`src/rtl/pb_debounce_pulse.sv`:
```
// pb_debounce_pulse
// Pushbutton conditioner. The raw button goes through a two-flop synchronizer,
// is debounced by a four-state FSM, and produces a debounced level plus a
// single-cycle strobe for each accepted press. An optional auto-repeat adds
// further strobes while the button is held.
module pb_debounce_pulse #(
  parameter int DEBOUNCE_CYCLES = 500000,
  parameter int REPEAT_DELAY    = 0,
  parameter int REPEAT_PERIOD   = 100000
) (
  input  logic clk,
  input  logic reset,
  input  logic PB_raw,
  output logic PB_pulse,
  output logic PB_level
);

  // Debounce counter counts 0 .. DEBOUNCE_CYCLES-1, so it must hold DEBOUNCE_CYCLES.
  localparam int DB_W = (DEBOUNCE_CYCLES < 1) ? 1 : $clog2(DEBOUNCE_CYCLES + 1);
  localparam logic [DB_W-1:0] DB_LAST = DB_W'(DEBOUNCE_CYCLES - 1);
  localparam logic [DB_W-1:0] DB_MAX  = {DB_W{1'b1}};

  // Repeat counter covers the longer of the initial delay and the period.
  localparam int R_MAX = (REPEAT_DELAY > REPEAT_PERIOD) ? REPEAT_DELAY : REPEAT_PERIOD;
  localparam int R_W   = (R_MAX < 1) ? 1 : $clog2(R_MAX + 1);
  localparam logic [R_W-1:0] R_MAXV     = {R_W{1'b1}};
  localparam logic [R_W-1:0] R_DLY_LAST = R_W'((REPEAT_DELAY > 0) ? (REPEAT_DELAY - 1) : 0);
  localparam logic [R_W-1:0] R_PER_LAST = R_W'((REPEAT_PERIOD > 0) ? (REPEAT_PERIOD - 1) : 0);
  localparam bit RPT_EN = (REPEAT_DELAY > 0);

  typedef enum logic [1:0] {
    IDLE        = 2'd0,
    PRESS_CHK   = 2'd1,
    HELD        = 2'd2,
    RELEASE_CHK = 2'd3
  } state_t;

  state_t          r_state;
  logic            r_sync1;
  logic            r_pbSync;
  logic [DB_W-1:0] r_dbCnt;
  logic [R_W-1:0]  r_rptCnt;
  logic            r_repeating;
  logic            r_pulse;
  logic            r_level;
  logic [R_W-1:0]  w_rptLast;
  logic            w_rptHit;

  // Two-flop synchronizer; r_pbSync is the only view of the button the FSM uses.
  always_ff @(posedge clk) begin
    if (reset) begin
      r_sync1  <= 1'b0;
      r_pbSync <= 1'b0;
    end else begin
      r_sync1  <= PB_raw;
      r_pbSync <= r_sync1;
    end
  end

  // The first repeat waits the full delay, later ones wait one period.
  always_comb begin
    w_rptLast = r_repeating ? R_PER_LAST : R_DLY_LAST;
    w_rptHit  = RPT_EN && (r_rptCnt == w_rptLast);
  end

  // Debounce FSM with both counters and the registered outputs.
  always_ff @(posedge clk) begin
    if (reset) begin
      r_state     <= IDLE;
      r_dbCnt     <= '0;
      r_rptCnt    <= '0;
      r_repeating <= 1'b0;
      r_pulse     <= 1'b0;
      r_level     <= 1'b0;
    end else begin
      r_pulse <= 1'b0;
      case (r_state)
        IDLE: begin
          r_level <= 1'b0;
          if (r_pbSync) begin
            r_state <= PRESS_CHK;
            r_dbCnt <= '0;
          end
        end

        PRESS_CHK: begin
          if (!r_pbSync) begin
            r_state <= IDLE;
          end else if (r_dbCnt == DB_LAST) begin
            r_state     <= HELD;
            r_pulse     <= 1'b1;
            r_level     <= 1'b1;
            r_rptCnt    <= '0;
            r_repeating <= 1'b0;
          end else if (r_dbCnt != DB_MAX) begin
            r_dbCnt <= r_dbCnt + DB_W'(1);
          end
        end

        HELD: begin
          if (!r_pbSync) begin
            r_state <= RELEASE_CHK;
            r_dbCnt <= '0;
          end else if (w_rptHit) begin
            r_pulse     <= 1'b1;
            r_rptCnt    <= '0;
            r_repeating <= 1'b1;
          end else if (RPT_EN && (r_rptCnt != R_MAXV)) begin
            r_rptCnt <= r_rptCnt + R_W'(1);
          end
        end

        RELEASE_CHK: begin
          if (r_pbSync) begin
            r_state     <= HELD;
            r_rptCnt    <= '0;
            r_repeating <= 1'b0;
          end else if (r_dbCnt == DB_LAST) begin
            r_state <= IDLE;
            r_level <= 1'b0;
          end else if (r_dbCnt != DB_MAX) begin
            r_dbCnt <= r_dbCnt + DB_W'(1);
          end
        end

        default: begin
          r_state <= IDLE;
          r_level <= 1'b0;
        end
      endcase
    end
  end

  assign PB_pulse = r_pulse;
  assign PB_level = r_level;

endmodule

```
`config.mk`:
```
export PLATFORM = sky130hd
export DESIGN_NAME = pb_debounce_pulse
export DESIGN_NICKNAME = d
export VERILOG_FILES = /design/src/rtl/pb_debounce_pulse.sv
export SDC_FILE = /design/constraint.sdc
export NUM_CORES = 1
export LEC_CHECK = 0
export CORE_MARGIN = 5
export CORE_UTILIZATION = 53
export CTS_CLUSTER_SIZE = 24
export DETAILED_ROUTE_END_ITERATION = 8
export PLACE_DENSITY_LB_ADDON = 0.12
export SETUP_SLACK_MARGIN = 0.4
export SLEW_MARGIN = 20
export SYNTH_ARGS = -nofsm -noshare
export SYNTH_HDL_FRONTEND = slang
export SYNTH_SLANG_ARGS = --single-unit
```
`constraint.sdc`:
```
create_clock -name clk -period 2.4 [get_ports clk]
set_input_delay 0.48 -clock clk [delete_from_list [all_inputs] [get_ports clk]]
set_output_delay 0.48 -clock clk [all_outputs]
set_load 0.01 [all_outputs]
```
==> run summary <==
CP peak stage delay -> 540 ps
Capturing point of the worst reg2reg path -> r_dbCnt[12]
Routability cong. -> 0.822
CP Cell Sequence -> or4b_4 > nor4_4 > buf_4 > a21oi_4 > and3_1 > o32ai_2
Unique masters post-synth -> 48
Antenna fix cells -> 0
Worst path top cell family by delay -> simple AND/OR/NAND/NOR gates
Setup violators final -> 0
Die H -> 62.1 µm
R2R depth -> 6
Area leader, netlist -> dfxtp_1
Final worst setup slack -> 463 ps
Worst hold-check path type -> flip-flop to flip-flop
Mapped Area -> 1440 µm²
Final Util -> 65.0%
Initial Utilization -> 56.4%
DIE AREA -> 3850 µm²
Maxcap violations -> 0
GRT busiest layer -> met2
Relative slew slack -> 61.1%
CTS Sinks -> 25
Post-Syn Instances -> 164
Tightest Pin Transition -> 579 ps
Post-DP HPWL -> 2.25 mm
# port buffers -> 4
Grt total ovfl -> 0
Final Instance Area -> 1660 µm²
Yosys top cell area share -> 34.8%
Vias -> 1298
RSZ-0062 raised after global routing -> false
Top_reg_cell synth -> dfxtp_1
Pre-Repair DR Iteration Count -> 4
Number of antenna violations at the first check in global routing -> 0
Worst hold slack -> 458 ps
Clock Latency Late Sink -> 320 ps
Minimum clock period -> 1940 ps
Crit path max fanout -> 9
Commonest non-fill, non-tap cell in the layout -> dfxtp_1
Drt first-iter violations -> 81
Worst slack, placed -> 246 ps
Post-Syn Nets -> 168
Area after DPL -> 1500 µm²
Final #Nets -> 180
DRC errors left -> 0
P&R area growth vs syn -> 15.2%
CP max stage cell -> or4b_4
Setup crit start kind -> flip-flop
Largest cells by area after synthesis -> dfxtp_1 35%, o32ai_2 5.7%, nand4_1 3.5%, inv_1 3.4%, or3_1 3.0%
Clk_skew -> 7.12 ps
R2R setup slack -> 460 ps
# rows -> 18
Pwr/cell area -> 392 nW/µm²
Routed wire per std cell -> 16.6 µm
Pleak -> 0.000535 µW
Met1 Track Usage GR -> 26.2%
Largest net degree at the start of global routing -> 24
# H-tree levels -> 1
Die width -> 62.1 µm
Vias/cell -> 6.33
Status -> completed
Max IR drop VDD -> 323 µV
First-pass GRT wire length -> 5.50 mm
Num CTS Buffers -> 3
Clk pin slew, worst setup/hold paths -> 140 ps
Layout cells sized above 1 -> 23.4%
Hold_sp -> r_sync1
Routed Antenna Nets -> 0
CP Capture Type -> flip-flop
Sequential cell area fraction in the yosys report -> 34.8%
Max Clk Rate -> 0.516 GHz
Worst EP arrival -> 2180 ps
Number of flops mapped to enable cells by yosys -> 0
Synth warnings -> 0
Worst Path Buf+Inv -> 1
Grt met3 use -> 4.55%
Final count of hold timing violations -> 0
Hold EP -> r_pbSync
Total Neg Setup Slack -> 0 ps
Total track usage -> 18.8%
CTS tree -> built
Hold_buf cts -> 0
I/O pins -> 5
Worst R2R Start -> r_dbCnt[9]
Layout fillers -> 205
Grt met2 use -> 29.6%
CTS root buf -> clkbuf_4
Seq cells post-synth -> 25
FFs w/ async S/R, synth -> 0%
Mapped Avg Cell Area -> 8.76 µm²
Final wirelength -> 3.41 mm
Core region area -> 2540 µm²
Worst hold stages -> 1
Setup CP Type -> flip-flop to flip-flop
Most frequent cells in the layout -> 21 x dfxtp_1, 13 x inv_1, 12 x buf_4, 8 x nand4_1, 8 x nand2_1
Final max-slew violation count -> 0
Vias in the first global route -> 1185
Worst Path Required -> 2640 ps
Tcrit/Tclk final -> 80.7%
Clk buf depth -> 2
## worst reg2reg max path: cells and delay by family, from the launching register on
family	cells	cell delay, ps
DFF	1	360
buffers and inverters	1	190
and+or+nand+nor	3	1000
AOI/OAI and AO/OA	2	310
## state kept, by name, indices dropped and copies added, names as in the netlist, named ones only
name      flops
PB_pulse      1
r_dbCnt      19
r_state       1
r_sync1       1
PB_level      1
r_pbSync      1
## repair_timing
| item | CTS | global route |
|---|---|---|
| setup endpoints to repair | 14 | 20 |
| setup buffers | 1 | 5 |
| pin swaps | 2 | 7 |
| cloned | 0 | 2 |
| gates resized for setup | 3 | 13 |
## metrics by stage
stage / total power, µW / instances
6_report: 649 / 205
5_1_grt: 681 / 205
4_1_cts: 651 / 198
3_5_place_dp: 464 / 193
3_3_place_gp: 464 / 193
2_1_floorplan: 453 / 164
## Yosys cell counts, types with 5 or more instances
cell	n
o32ai_2	5
a211oi_1	5
clkbuf_1	6
nand3_1	7
dfxtp_1	25
or3_1	7
a21oi_1	6
nor2_1	6
nand4_1	8
inv_1	13
nand2_1	8
## layout make-up
cell class / instances / area [µm²] / area share [%]
clock buffers: 4 / 26.3 / 1.59
inverters: 13 / 48.8 / 2.95
flip-flops and latches: 25 / 508 / 30.7
well taps: 30 / 37.5 / 2.27
repair buffers: 16 / 130 / 7.86
multi-input cells: 117 / 905 / 54.6
## where the power goes
| group | switching (µW) | internal (µW) | total, µW |
|---|---|---|---|
| registers | 1.68 | 416 | 418 |
| clock network | 126 | 65.0 | 191 |
| logic | 26.5 | 14.2 | 40.7 |
| total | 154 | 495 | 649 |
## routing by layer
layer | vias up | routed length, µm
li1 | 659 | -
met4 | 0 | 19
met3 | 2 | 104
met2 | 17 | 1660
met5 | - | 0
met1 | 620 | 1630
## worst max-delay path by stage
stage | startpoint | endpoint | slack [ps] | cells past startpoint
floorplan | r_dbCnt[0] | r_dbCnt[5] | 460 | 8
global placement | r_dbCnt[0] | r_dbCnt[17] | 320 | 6
detailed placement | r_dbCnt[0] | r_dbCnt[5] | 250 | 6
CTS | r_dbCnt[11] | r_dbCnt[4] | 390 | 5
global route | r_dbCnt[9] | r_dbCnt[12] | 370 | 6
finish | r_dbCnt[9] | r_dbCnt[12] | 460 | 6
## cell families after synthesis
group,share of synthesized area [%]
AOI/OAI and AO/OA,28.6
xor gates and xnor gates,1.22
adders and majority gates,0.871
buffers and inverters,7.32
DFF,34.8
and+or+nand+nor,27.2
Power figures use the tool's default switching activity.
